**src/rtl/imm_rotate_encoder_pkg.sv**
```systemverilog
// Shared state codes, rotation constants and result type for the immediate rotate encoder.
// The `define block is guarded so this file can be pulled into any compilation unit.
`ifndef IMMENC_DEFS_SVH
`define IMMENC_DEFS_SVH
`define IMMENC_IDLE   2'd0
`define IMMENC_SEARCH 2'd1
`define IMMENC_DONE   2'd2
`define ROT_STEP      2
`define ROT_MAX       15
`endif

package imm_rotate_encoder_pkg;

  typedef enum logic [1:0] {
    ST_IDLE   = `IMMENC_IDLE,
    ST_SEARCH = `IMMENC_SEARCH,
    ST_DONE   = `IMMENC_DONE
  } state_e;

  localparam int unsigned ROT_STEP = `ROT_STEP;
  localparam logic [3:0]  ROT_MAX  = 4'(`ROT_MAX);

  typedef struct packed {
    logic       valid;
    logic       inverted;
    logic [3:0] rot;
    logic [7:0] imm8;
  } enc_result_t;

  // One search step: rotate left by the architectural rotation granule.
  function automatic logic [31:0] rol_step(input logic [31:0] x);
    return (x << ROT_STEP) | (x >> (32 - ROT_STEP));
  endfunction

endpackage

```
**src/rtl/imm_rotate_encoder_fit.sv**
```systemverilog
// Combinational fit test: a rotated word is encodable when only its low byte is non-zero.
module imm_fit_check (
  input  logic [31:0] work,
  output logic        fit,
  output logic [7:0]  imm8
);

  assign fit  = (work[31:8] == 24'd0);
  assign imm8 = work[7:0];

endmodule

```
**src/rtl/imm_rotate_encoder.sv**
```systemverilog
// Iterative encoder: finds {rotate_imm, imm8} with value == ROR(imm8, 2*rotate_imm),
// one rotation per cycle, optionally retrying on ~value for the MVN form.
module imm_rotate_encoder
  import imm_rotate_encoder_pkg::*;
#(
  parameter bit INVERT_EN = 1'b1
) (
  input  logic        clk,
  input  logic        rst,
  input  logic        start,
  input  logic [31:0] value,
  output logic        busy,
  output logic        done,
  output logic        valid,
  output logic        inverted,
  output logic [3:0]  rotate_imm,
  output logic [7:0]  imm8,
  output logic [11:0] shifter_operand
);

  state_e      state_q, state_d;
  logic [31:0] work_q, work_d;
  logic [31:0] value_q, value_d;
  logic [3:0]  r_q, r_d;
  logic        pass_q, pass_d;
  enc_result_t res_q, res_d;

  logic        fit;
  logic [7:0]  fit_imm8;
  logic        last_rot;
  logic        retry;

  imm_fit_check u_fit (
    .work (work_q),
    .fit  (fit),
    .imm8 (fit_imm8)
  );

  assign last_rot = (r_q == ROT_MAX);
  // Retry reloads ~value on the same edge as the final miss, so pass 1 starts without a gap.
  assign retry    = last_rot && INVERT_EN && !pass_q;

  // State register
  always_ff @(posedge clk) begin
    if (rst) begin
      state_q <= ST_IDLE;
    end else begin
      state_q <= state_d;
    end
  end

  // Next-state logic
  always_comb begin
    state_d = state_q;
    case (state_q)
      ST_IDLE: begin
        if (start) state_d = ST_SEARCH;
      end
      ST_SEARCH: begin
        if (fit || (last_rot && !retry)) state_d = ST_DONE;
      end
      ST_DONE: begin
        state_d = ST_IDLE;
      end
      default: begin
        state_d = ST_IDLE;
      end
    endcase
  end

  // FSM outputs
  always_comb begin
    busy = 1'b0;
    done = 1'b0;
    case (state_q)
      ST_SEARCH: busy = 1'b1;
      ST_DONE:   done = 1'b1;
      default: begin
        busy = 1'b0;
        done = 1'b0;
      end
    endcase
  end

  // Datapath next-value logic
  always_comb begin
    work_d  = work_q;
    value_d = value_q;
    r_d     = r_q;
    pass_d  = pass_q;
    res_d   = res_q;
    case (state_q)
      ST_IDLE: begin
        if (start) begin
          work_d  = value;
          value_d = value;
          r_d     = 4'd0;
          pass_d  = 1'b0;
          res_d   = '0;
        end
      end
      ST_SEARCH: begin
        if (fit) begin
          res_d.valid    = 1'b1;
          res_d.inverted = pass_q;
          res_d.rot      = r_q;
          res_d.imm8     = fit_imm8;
        end else if (!last_rot) begin
          work_d = rol_step(work_q);
          r_d    = r_q + 4'd1;
        end else if (retry) begin
          work_d = ~value_q;
          r_d    = 4'd0;
          pass_d = 1'b1;
        end else begin
          res_d = '0;
        end
      end
      default: begin
        work_d = work_q;
      end
    endcase
  end

  // Datapath registers
  always_ff @(posedge clk) begin
    if (rst) begin
      work_q  <= '0;
      value_q <= '0;
      r_q     <= '0;
      pass_q  <= 1'b0;
      res_q   <= '0;
    end else begin
      work_q  <= work_d;
      value_q <= value_d;
      r_q     <= r_d;
      pass_q  <= pass_d;
      res_q   <= res_d;
    end
  end

  assign valid           = res_q.valid;
  assign inverted        = res_q.inverted;
  assign rotate_imm      = res_q.rot;
  assign imm8            = res_q.imm8;
  assign shifter_operand = {res_q.rot, res_q.imm8};

endmodule

```
**config.mk**
```make
export PLATFORM = sky130hd
export DESIGN_NAME = imm_rotate_encoder
export DESIGN_NICKNAME = d
export VERILOG_FILES = /design/src/rtl/imm_rotate_encoder_pkg.sv /design/src/rtl/imm_rotate_encoder_fit.sv /design/src/rtl/imm_rotate_encoder.sv
export SDC_FILE = /design/constraint.sdc
export NUM_CORES = 1
export LEC_CHECK = 0
export ABC_CLOCK_PERIOD_IN_PS = 2590
export BUFFER_PORTS_ARGS = -buffer_cell sky130_fd_sc_hd__buf_2
export CORE_AREA = 2 2 85 87
export DETAILED_ROUTE_END_ITERATION = 6
export DIE_AREA = 0 0 87 89
export PLACE_DENSITY_LB_ADDON = 0.2
export REMOVE_ABC_BUFFERS = 1
export SYNTH_ARGS = -nofsm -noshare
export SYNTH_HDL_FRONTEND = slang
export SYNTH_HIERARCHICAL = 1
export SYNTH_SLANG_ARGS = --single-unit
```
**constraint.sdc**
```tcl
create_clock -name clk -period 2.59 [get_ports clk]
set_clock_uncertainty 0.05 [all_clocks]
set_input_delay 0.259 -clock clk [delete_from_list [all_inputs] [get_ports clk]]
set_output_delay 0.259 -clock clk [all_outputs]
set_load 0.05 [all_outputs]
```
==> results.md, run 1 <==
- Number of global-route vias before repair: roughly 2800
- Final nets: about 530
- DP HPWL: 5354 µm
- Tot GR Track Use: 0.2209
- Post-synthesis xor/xnor area fraction: 0
- Initial Util: 0.5479
- RSZ-0062 raised after global routing: no
- Outcome: completed
- Post-route setup TNS: 0 ns
- TritonCTS Sinks: 85
- Slew @ Worst Pin: about 0.84 ns
- Worst EP arrival: 2.49 ns
- Diode count: 0
- Die span in x: about 87 µm
- Setup crit end: work_q[19]
- R2R Path End: work_q[19]
- Largest net degree at the start of global routing: 43
- Inst Count DP: between 500 and 600
- Reg clk slew, reported paths: approximately 0.090 ns
- Mux contribution to synthesized area: 0
- Pleak: about 1.7 nW
- CP Buf/Inv Count: 1
- Die H: around 90 µm
- Ys Warns: 6
- Final Setup Violations: 0
- Tmin final: around 2.3 ns
- Worst Setup SP: work_q[9]
- DR pass1 iterations: 4
- Highest clock rate: roughly 0.43 GHz
- Compound-Gate Fraction of Synth Area: 0.2631
- Post-synth EDFFs: 0
- Synth top area share: 0.4623
- Peak VDD IR: 0.3256 mV
- Relative slew slack: 0.4388
- Synth Area in Adders: 0.003399
- FF-to-FF setup slack: around 0.27 ns
- Largest family of logic cells by synthesized area: compound AO/OA/AOI/OAI gates
- Simple-Gate Fraction of Synth Area: 0.1509
- Total core area: 6719 µm²
- Period utilization: 0.8969
- Top cell family by delay on the critical path: simple AND/OR/NAND/NOR gates
- Root buffer cell: clkbuf_8
- Largest cells by area after synthesis: dfxtp_1 46%, a21oi_1 9.1%, o32ai_1 7.4%
- Initial antenna violation count: 0
- # fillers: approximately 630
- Reg2Reg Launch Point: work_q[9]
- Total CTS buffers: 9
- Hold-fix buffer count after cts: 0
- Most common cell in the netlist: dfxtp_1
- Mean post-synth cell area: 8.020 µm²
- Crit-path slowest cell: nor4_1
- CP Launch Type: flip-flop
- DR vias/cell: approximately 5.6
- Register Area: around 1700 µm²
- DR iter-0 viols: 159
- Final Max Tran Viols: 0
- Crit path kind: flip-flop to flip-flop
- Post-CTS Setup Bufs: 0
- Mapped Cells: around 460
- Layout cell share with drive strength beyond 1: 0.1996
- Critical Path Max Stage Delay: 0.40 ns
- Post-synthesis sequential area ratio: 0.4623
- Area Overhead vs Synth: 12.68%
- Synth unique cells: 32
- WP depth: 8
- Final Non-Filler Cells: 576
- CP required: around 2.8 ns
- DRC Markers: 0
- Post-CTS sizing: 0
- Via count: between 3000 and 4000
- Async SR Flop Fraction: 0
- Post-DRT Antenna Nets: 0
- Synthesized area: ~3700 µm²
- Total gr overflow: 0
- R2R cell count: 8
- Die area: around 7700 µm²
- RePlAce Congestion: roughly 0.85
- Clock Path Buffers: 2
- Core Util, Final: 0.6173
- Fin. Hold Viols: 0
- CTS tree: yes
- Avg WL per Cell: approximately 14 µm
- Synth Register Bits: 85
- Worst path cell trace: nor4_1 > nand4_1 > nor2_1 > and2b_2 > a21boi_2 > or3_1 > buf_12 > o32ai_1
- IO Pins: 63
- Routed WL: between 8000 and 9000 µm
- Max cap viols: 0
- Ys flop type: dfxtp_1
- Worst Hold Class: primary input to flip-flop
- Row count: 30
- Area of the multi-input gates: about 1500 µm²
- Buffers on Ports: 62
- Final hold slack: 0.09836 ns
- Kind of end point of the critical path: flip-flop
- Max FO, Critical Path: 26
- Post-synth top area cell: dfxtp_1
- H-tree depth: 3
- Synth top cells by count: 85 x dfxtp_1, 67 x a21oi_1, 66 x nand2_1, 40 x nor2_1
- Skew-Pair Late Insertion Delay: around 0.35 ns
- First-pass GRT wire length: between 10000 and 15000 µm
- PwrDens: ~700 nW/µm²
[power by group]
part	internal, mW	total, mW	leakage [nW]	switching (mW)
clock	0.548	1.04	0.106	0.493
combinational	0.157	0.391	0.895	0.233
sequential	1.40	1.47	0.697	0.0724
total	2.11	2.90	1.70	0.799
[flip-flops by register name (all words and copies together), names as in the netlist]
name        cells
value_q        32
work_q         32
imm8            8
r_q             4
rotate_imm      4
state_q         2
inverted        1
pass_q          1
valid           1
[worst register-to-register path: cells and delay by family, from the launching register on]
family	cells	cell delay (ns)
flops	1	0.34
simple gates	5	1.23
compound gates	2	0.37
buf+inv	1	0.19
[worst min path at each step]
stage / start / to / slack (ns) / cells past startpoint
floorplan: rst / r_q[0] / 0.28 / 1
global placement: valid / valid / 0.38 / 1
detailed placement: valid / valid / 0.38 / 1
CTS: value[4] / value_q[4] / 0.08 / 3
global route: value[0] / value_q[0] / 0.1 / 3
finish: value[4] / value_q[4] / 0.1 / 3
[placed cells by master (no fill, tap or decap), types with 2 or more instances in the layout]
cell type,instances
nand2b_1,3
buf_4,10
a21oi_1,67
a211oi_1,2
dfxtp_1,85
nor2_1,39
nor4_1,5
o21ai_0,35
a22o_1,13
buf_2,62
bufinv_16,2
nand4_1,3
inv_1,35
o32ai_1,31
clkinvlp_4,2
clkbuf_8,9
inv_6,2
nand3_1,2
nand2_1,66
nor3_1,4
buf_12,3
[routing by layer]
| metal | GRT usage | vias up | wire [µm] | part of all wire |
|---|---|---|---|---|
| li1 | - | 1638 | - | - |
| met1 | 0.2785 | 1470 | 3923 | 0.48 |
| met2 | 0.3845 | 81 | 3903 | 0.47 |
| met3 | 0.03509 | 10 | 316 | 0.038 |
| met4 | 0.07813 | 0 | 110 | 0.013 |
| met5 | 0 | - | 0 | 0 |
[kinds of logic (layout without fill, tap and decap cells)]
group | after synthesis | after routing
and+or+nand+nor | 130 | 130
DFF | 85 | 85
adders and majority gates | 1 | 1
AOI/OAI and AO/OA | 154 | 154
buffers and inverters | 89 | 126
[cell type report]
type,instances,area share
Clock buffer,9,0.02986
Tap cell,80,0.02413
Inverter,35,0.03167
Sequential cell,85,0.4103
Clock inverter,7,0.02353
Multi-Input combinational cell,285,0.3732
Timing Repair Buffer,75,0.1074
[stage by stage]
stage	setup slack (ns)	total power [mW]	instance area (µm²)
after floorplan	0.1205	1.738	3369
after global placement	0.3867	1.880	3926
after detailed placement	0.3707	1.892	3926
after CTS	0.2591	2.930	4148
after global routing	0.05497	3.043	4148
final	0.2670	2.905	4148
No activity file was read; power rests on OpenSTA's default activity.
==> run 2, diff against run 1 <==
ABC_CLOCK_PERIOD_IN_PS = 2440   (was 2590)
clock period = 2.44 ns   (was 2.59 ns; I/O delays follow)
==> run 2 against run 1 <==
  * Clock power rose by 6%
  * First-iteration DRC count rose by 0.63%
  * Utilization rose by 0.11 points
  * Register-to-register slack got worse by 0.10 ns
  * Sequential share of layout area fell by 0.074 points
  * Worst setup slack got worse by 0.10 ns
  * Hold slack got worse by 0.012 ns
  * Design area rose by 0.18%
==> results.md, run 2 (same netlist as run 1, synthesis figures left out) <==
- CTS tree: yes
- Layout cell share with drive strength beyond 1: 0.1952 (-0.004426)
- Relative slew slack: 0.4080 (-0.03079)
- Buffers on Ports: 62 (unchanged)
- Largest net degree at the start of global routing: 48 (+12%)
- Kind of end point of the critical path: flip-flop
- DP HPWL: 5691 µm (+6.3%)
- RePlAce Congestion: 0.8853 (+4.4%)
- Root buffer cell: clkbuf_8
- Worst setup margin: 0.1652 ns (-0.1018 ns)
- Highest clock rate: 0.4396 GHz (+2.1%)
- Sw Ratio: 0.2645 (-0.01062)
- Area Overhead vs Synth: 12.88%
- Total core area: 6719 µm² (unchanged)
- Total CTS buffers: 9 (unchanged)
- Tot GR Track Use: 0.2235 (+0.002585)
- Dpl cell area: 3934 µm² (+0.19%)
- Switching pwr: 815.4 µW (+2.1%)
- Max FO, Critical Path: 24 (-7.7%)
- Fin. Hold Viols: 0 (unchanged)
- Total power: 3.083 mW (+6.2%)
- Period utilization: 0.9323 (+0.03539)
- Clk network pwr share: 0.355 (-0.004)
- Total gr overflow: 0 (unchanged)
- Post-route setup TNS: 0 ns (unchanged)
- Peak VDD IR: 0.4230 mV (+30%)
- DR iter-0 viols: 160 (+0.63%)
- Reg clk slew, reported paths: 0.09 ns (about the same)
- Skew-Pair Late Insertion Delay: 0.35 ns (about the same)
- RSZ-0062 raised after global routing: no
- Initial antenna violation count: 0 (unchanged)
- Final Cell Area: 4155 µm² (+0.18%)
- Die area: 7743 µm² (unchanged)
- Combinational share of power: 0.138 (+0.003)
- Final Max Tran Viols: 0 (unchanged)
- Flop pwr share: 0.506 (about the same)
- Post-CTS sizing: 0 (unchanged)
- Hold-fix buffer count after cts: 0 (unchanged)
- Outcome: completed
- TritonCTS Sinks: 85 (unchanged)
- P_int: 2.268 mW (+7.7%)
- DR pass1 iterations: 4 (unchanged)
- First-pass GRT wire length: 13770 µm (+2.0%)
- PwrDens: 742.1 nW/µm² (+6.0%)
- Setup slack at placement: 0.1714 ns (-0.1993 ns)
- Die H: 89 µm (unchanged)
- Worst EP arrival: 2.47 ns (-0.02 ns)
- IO Pins: 63 (unchanged)
- DRC Markers: 0 (unchanged)
- Final Setup Violations: 0 (unchanged)
- Initial Util: 0.5479 (unchanged)
- Final nets: 528 (+0.19%)
- Crit path kind: flip-flop to flip-flop
- Routed WL: 8423 µm (+2.0%)
- Die span in x: 87 µm (unchanged)
- Crit-path slowest cell: nor4_1
- Worst Hold Class: primary input to flip-flop
- Final hold slack: 0.08668 ns (-0.01168 ns)
- Number of global-route vias before repair: 3047 (+7.2%)
- Tmin final: 2.275 ns (-0.04817 ns)
- Clock Path Buffers: 2 (unchanged)
- Critical Path Max Stage Delay: 0.38 ns (-0.02 ns)
- Post-DRT Antenna Nets: 0 (unchanged)
- Avg WL per Cell: 14.60 µm (+1.9%)
- H-tree depth: 3 (unchanged)
- Diode count: 0 (unchanged)
- Pleak: 1.703 nW (+0.31%)
- Row count: 30 (unchanged)
- CP Launch Type: flip-flop
- FF-to-FF setup slack: 0.17 ns (-0.10 ns)
- CP required: 2.63 ns (-0.12 ns)
- Post-CTS Setup Bufs: 0 (unchanged)
- Max cap viols: 0 (unchanged)
- Worst path cell trace: nor4_1 > nand4_1 > nor2_1 > and2b_2 > a21boi_2 > o21bai_2 > buf_12 > o32ai_1
- Slew @ Worst Pin: 0.8848 ns (+0.04602 ns)
- Via count: 3260 (+1.9%)
- Most frequent cells in the layout: 85 x dfxtp_1, 67 x a21oi_1, 66 x nand2_1
- DR vias/cell: 5.650 (+1.7%)
- Most common cell after layout, fill and taps aside: dfxtp_1
-- run 2: cell count changes in the layout (fill, tap and decap cells not counted) --
cell | before | now
clkinv_4 | 0 | 1
clkinvlp_4 | 2 | 0
buf_6 | 0 | 1
clkbuf_1 | 0 | 3
clkinv_2 | 1 | 0
inv_6 | 2 | 0
clkbuf_8 | 9 | 10
-- run 2: per-layer routing --
metal,track usage,wire (µm),vias up
li1,-,-,1635
met1,0.2841,3966,1530
met2,0.3734,3987,84
met3,0.04155,356,11
met4,0.09659,113,0
met5,0,0,-
-- run 2: final timing paths --
kind                            cells past startpoint     endpoint        start
worst max-delay path                                8    work_q[7]    work_q[9]
worst min register to register                      2  value_q[28]  value_q[28]
worst max register to register                      8    work_q[7]    work_q[9]
worst min-delay path                                3  value_q[14]    value[14]
-- run 2: final cells by class --
type                    instances  area, µm²
multi-input cells             285       1548
clock inverters                 3      68.82
flip-flops and latches         85       1702
clock buffers                  13      148.9
fillers                       638       2564
repair buffers                 76      456.7
well taps                      80      100.1
inverters                      35      131.4
-- run 2: metrics by stage --
step | cells | util
after floorplan | 405 | -
after global placement | 561 | 0.5855
after detailed placement | 561 | 0.5855
after CTS | 577 | 0.6179
after global routing | 577 | 0.6184
final | 577 | 0.6184
-- run 2: critical path, delay by kind of cell, from the launching register on --
family / cells / cell delay, ns
and+or+nand+nor: 4 / 0.98
AOI/OAI and AO/OA: 3 / 0.58
DFF: 1 / 0.33
buffers and inverters: 1 / 0.22
-- run 2: power groups by stage --
stage | clock, mW | combinational [mW] | sequential, mW
after floorplan | 0 | 0.275 | 1.57
after global placement | 0 | 0.414 | 1.59
after detailed placement | 0 | 0.424 | 1.59
after CTS | 1.12 | 0.427 | 1.56
after global routing | 1.17 | 0.480 | 1.57
final | 1.10 | 0.427 | 1.56
==> run 3, diff against run 2 <==
BUFFER_PORTS_ARGS = not set   (was -buffer_cell sky130_fd_sc_hd__buf_2)
CORE_AREA = 2 2 82 84   (was 2 2 85 87)
CTS_BUF_LIST = sky130_fd_sc_hd__clkbuf_4 sky130_fd_sc_hd__clkbuf_8   (was not set)
DIE_AREA = 0 0 84 86   (was 0 0 87 89)
DONT_BUFFER_PORTS = 1   (was not set)
==> run 3 against run 2 <==
  * Final cell count down 2.9%
  * Clock-buffer cell count down 4
  * Critical path depth down 4
  * Power up 0.90%
  * Highest routed layer unchanged
  * Die area down 6.7%
  * Clock power about the same
  * Largest cell class unchanged
  * Critical endpoint is now busy
  * Worst setup slack worse by 0.016 ns
  * Global-route usage up 3.0 points
  * Wire length up 4.6%
==> results.md, run 3 (same netlist as run 1, synthesis figures left out) <==
- Outcome: completed
- Die H: 86 µm (-3.4%)
- Critical Path Max Stage Delay: 0.42 ns (+0.04 ns)
- Post-DRT Antenna Nets: 0 (unchanged)
- WP depth: 4 (-4)
- Most common cell after layout, fill and taps aside: dfxtp_1
- # fillers: 541 (-15%)
- Skew-Pair Late Insertion Delay: 0.36 ns (about the same)
- Top cell family by delay on the critical path: buffers and inverters
- Total power: 3.111 mW (+0.90%)
- Most frequent cells in the layout: 85 x dfxtp_1, 67 x a21oi_1, 66 x nand2_1
- Worst EP arrival: 2.00 ns (-0.47 ns)
- Via count: 3227 (-1.0%)
- Die span in x: 84 µm (-3.4%)
- RSZ-0062 raised after global routing: no
- Total core area: 6277 µm² (-6.6%)
- CTS tree: yes
- Core Util, Final: 0.6833 (+0.06484)
- Final nets: 514 (-2.7%)
- DR vias/cell: 5.763 (+2.0%)
- CP Launch Type: flip-flop
- Tot GR Track Use: 0.2538 (+0.03030)
- RePlAce Congestion: 0.8360 (-5.6%)
- H-tree depth: 3 (unchanged)
- Initial Util: 0.5864 (+0.03855)
- Die area: 7224 µm² (-6.7%)
- R2R cell count: 8 (unchanged)
- Max FO, Critical Path: 28 (+17%)
- Most used cell, CP: buf_4
- First-pass GRT wire length: 14880 µm (+8.1%)
- Peak VDD IR: 0.4227 mV (about the same)
- DP HPWL: 5467 µm (-3.9%)
- Worst path cell trace: nand2b_1 > inv_2 > buf_4 > buf_4
- Buffers on Ports: 0 (-100%)
- Initial antenna violation count: 0 (unchanged)
- CP Buf/Inv Count: 3 (+2)
- Largest net degree at the start of global routing: 39 (-19%)
- TritonCTS Sinks: 85 (unchanged)
- Register Area: 1702 µm² (unchanged)
- Max cap viols: 0 (unchanged)
- Relative slew slack: 0.4323 (+0.02432)
- DR pass1 iterations: 4 (unchanged)
- Reg clk slew, reported paths: 0.09 ns (about the same)
- Diode count: 0 (unchanged)
- Total CTS buffers: 9 (unchanged)
- Final Setup Violations: 0 (unchanged)
- Final Non-Filler Cells: 560 (-2.9%)
- Reg2Reg Launch Point: work_q[9]
- Routed WL: 8813 µm (+4.6%)
- FF-to-FF setup slack: 0.18 ns (about the same)
- Crit-path slowest cell: dfxtp_1
- Crit path kind: flip-flop to primary output
- IO Pins: 63 (unchanged)
- Total gr overflow: 0 (unchanged)
- Root buffer cell: clkbuf_8
- Area Overhead vs Synth: 16.52%
- Avg WL per Cell: 15.74 µm (+7.8%)
- Worst Setup SP: state_q[1]
- CP required: 2.15 ns (-0.48 ns)
- Period utilization: 0.9389 (+0.006559)
- Slew @ Worst Pin: 0.8484 ns (-0.03635 ns)
- DR iter-0 viols: 209 (+31%)
- R2R Path End: work_q[16]
- DRC Markers: 0 (unchanged)
- Fin. Hold Viols: 0 (unchanged)
- Post-route setup TNS: 0 ns (unchanged)
- Inst Count DP: 511 (-8.9%)
- Clock Path Buffers: 2 (unchanged)
- Kind of end point of the critical path: primary output
- Setup crit end: busy
- Tmin final: 2.291 ns (+0.01600 ns)
- Row count: 29 (-3.3%)
- Highest clock rate: 0.4365 GHz (-0.70%)
- Final Max Tran Viols: 0 (unchanged)
- Pleak: 1.629 nW (-4.3%)
- Worst Hold Class: primary input to flip-flop
- Area of the multi-input gates: 1555 µm² (+0.49%)
- Number of global-route vias before repair: 3265 (+7.2%)
- Layout cell share with drive strength beyond 1: 0.1139 (-0.08130)
- PwrDens: 725.4 nW/µm² (-2.2%)
-- run 3: cell count changes in the layout (fill, tap and decap cells not counted), sizes merged --
cell         before  now
inv              35   37
dlygate4sd3       0   32
clkbuf           13    9
buf              76   30
clkinvlp          0    2
-- run 3: how the worst min path moves through the flow --
| stage | start | to | slack, ns | cells after the start |
|---|---|---|---|---|
| detailed placement | rst | value_q[18] | 0.27 | 1 |
| global route | value[1] | work_q[1] | 0.03 | 2 |
| CTS | value[1] | work_q[1] | 0.03 | 2 |
| global placement | rst | value_q[14] | 0.27 | 1 |
| finish | value[1] | work_q[1] | 0.03 | 2 |
| floorplan | rst | r_q[0] | 0.26 | 1 |
-- run 3: power by group --
part / internal [mW] / total [mW] / leakage, nW / switching (mW)
sequential: 1.49 / 1.56 / 0.697 / 0.0782
clock: 0.582 / 1.11 / 0.106 / 0.529
combinational: 0.191 / 0.436 / 0.826 / 0.245
-- run 3: final cells by class --
type	count	area share
Inverter	35	0.03063
Timing Repair Buffer	62	0.1359
Clock inverter	7	0.02275
Multi-Input combinational cell	285	0.3626
Tap cell	77	0.02246
Clock buffer	9	0.02888
Sequential cell	85	0.3967
-- run 3: stage by stage --
step	instance area, µm²	hold slack [ns]	worst slack, ns
CTS	4282	0.02616	0.1536
detailed placement	3720	0.2692	0.1773
global route	4289	0.02830	0.03298
floorplan	3369	0.2631	-0.02946
global placement	3720	0.2680	0.2485
finish	4289	0.02757	0.1492
-- run 3: repair_timing --
action                                  CTS  global route
endpoints found under the hold margin    38             0
buffers inserted                          0             0
hold buffers                             33             0
endpoints found under the setup margin    0             1
resized for setup                         0             1
-- run 3: worst register-to-register path, stage by stage, from the launching register on --
cell and delay (ns):
dfxtp_1 0.33, nor4_1 0.31, nand4_1 0.13, nor2_1 0.18, and2b_2 0.27, a21boi_2 0.26
or3_1 0.17, buf_4 0.29, o32ai_1 0.15
-- run 3: layer usage --
layer,share of wire,GRT usage
met3,0.059,0.05294
met2,0.47,0.4255
met4,0.026,0.1232
met5,0,0
met1,0.44,0.3130
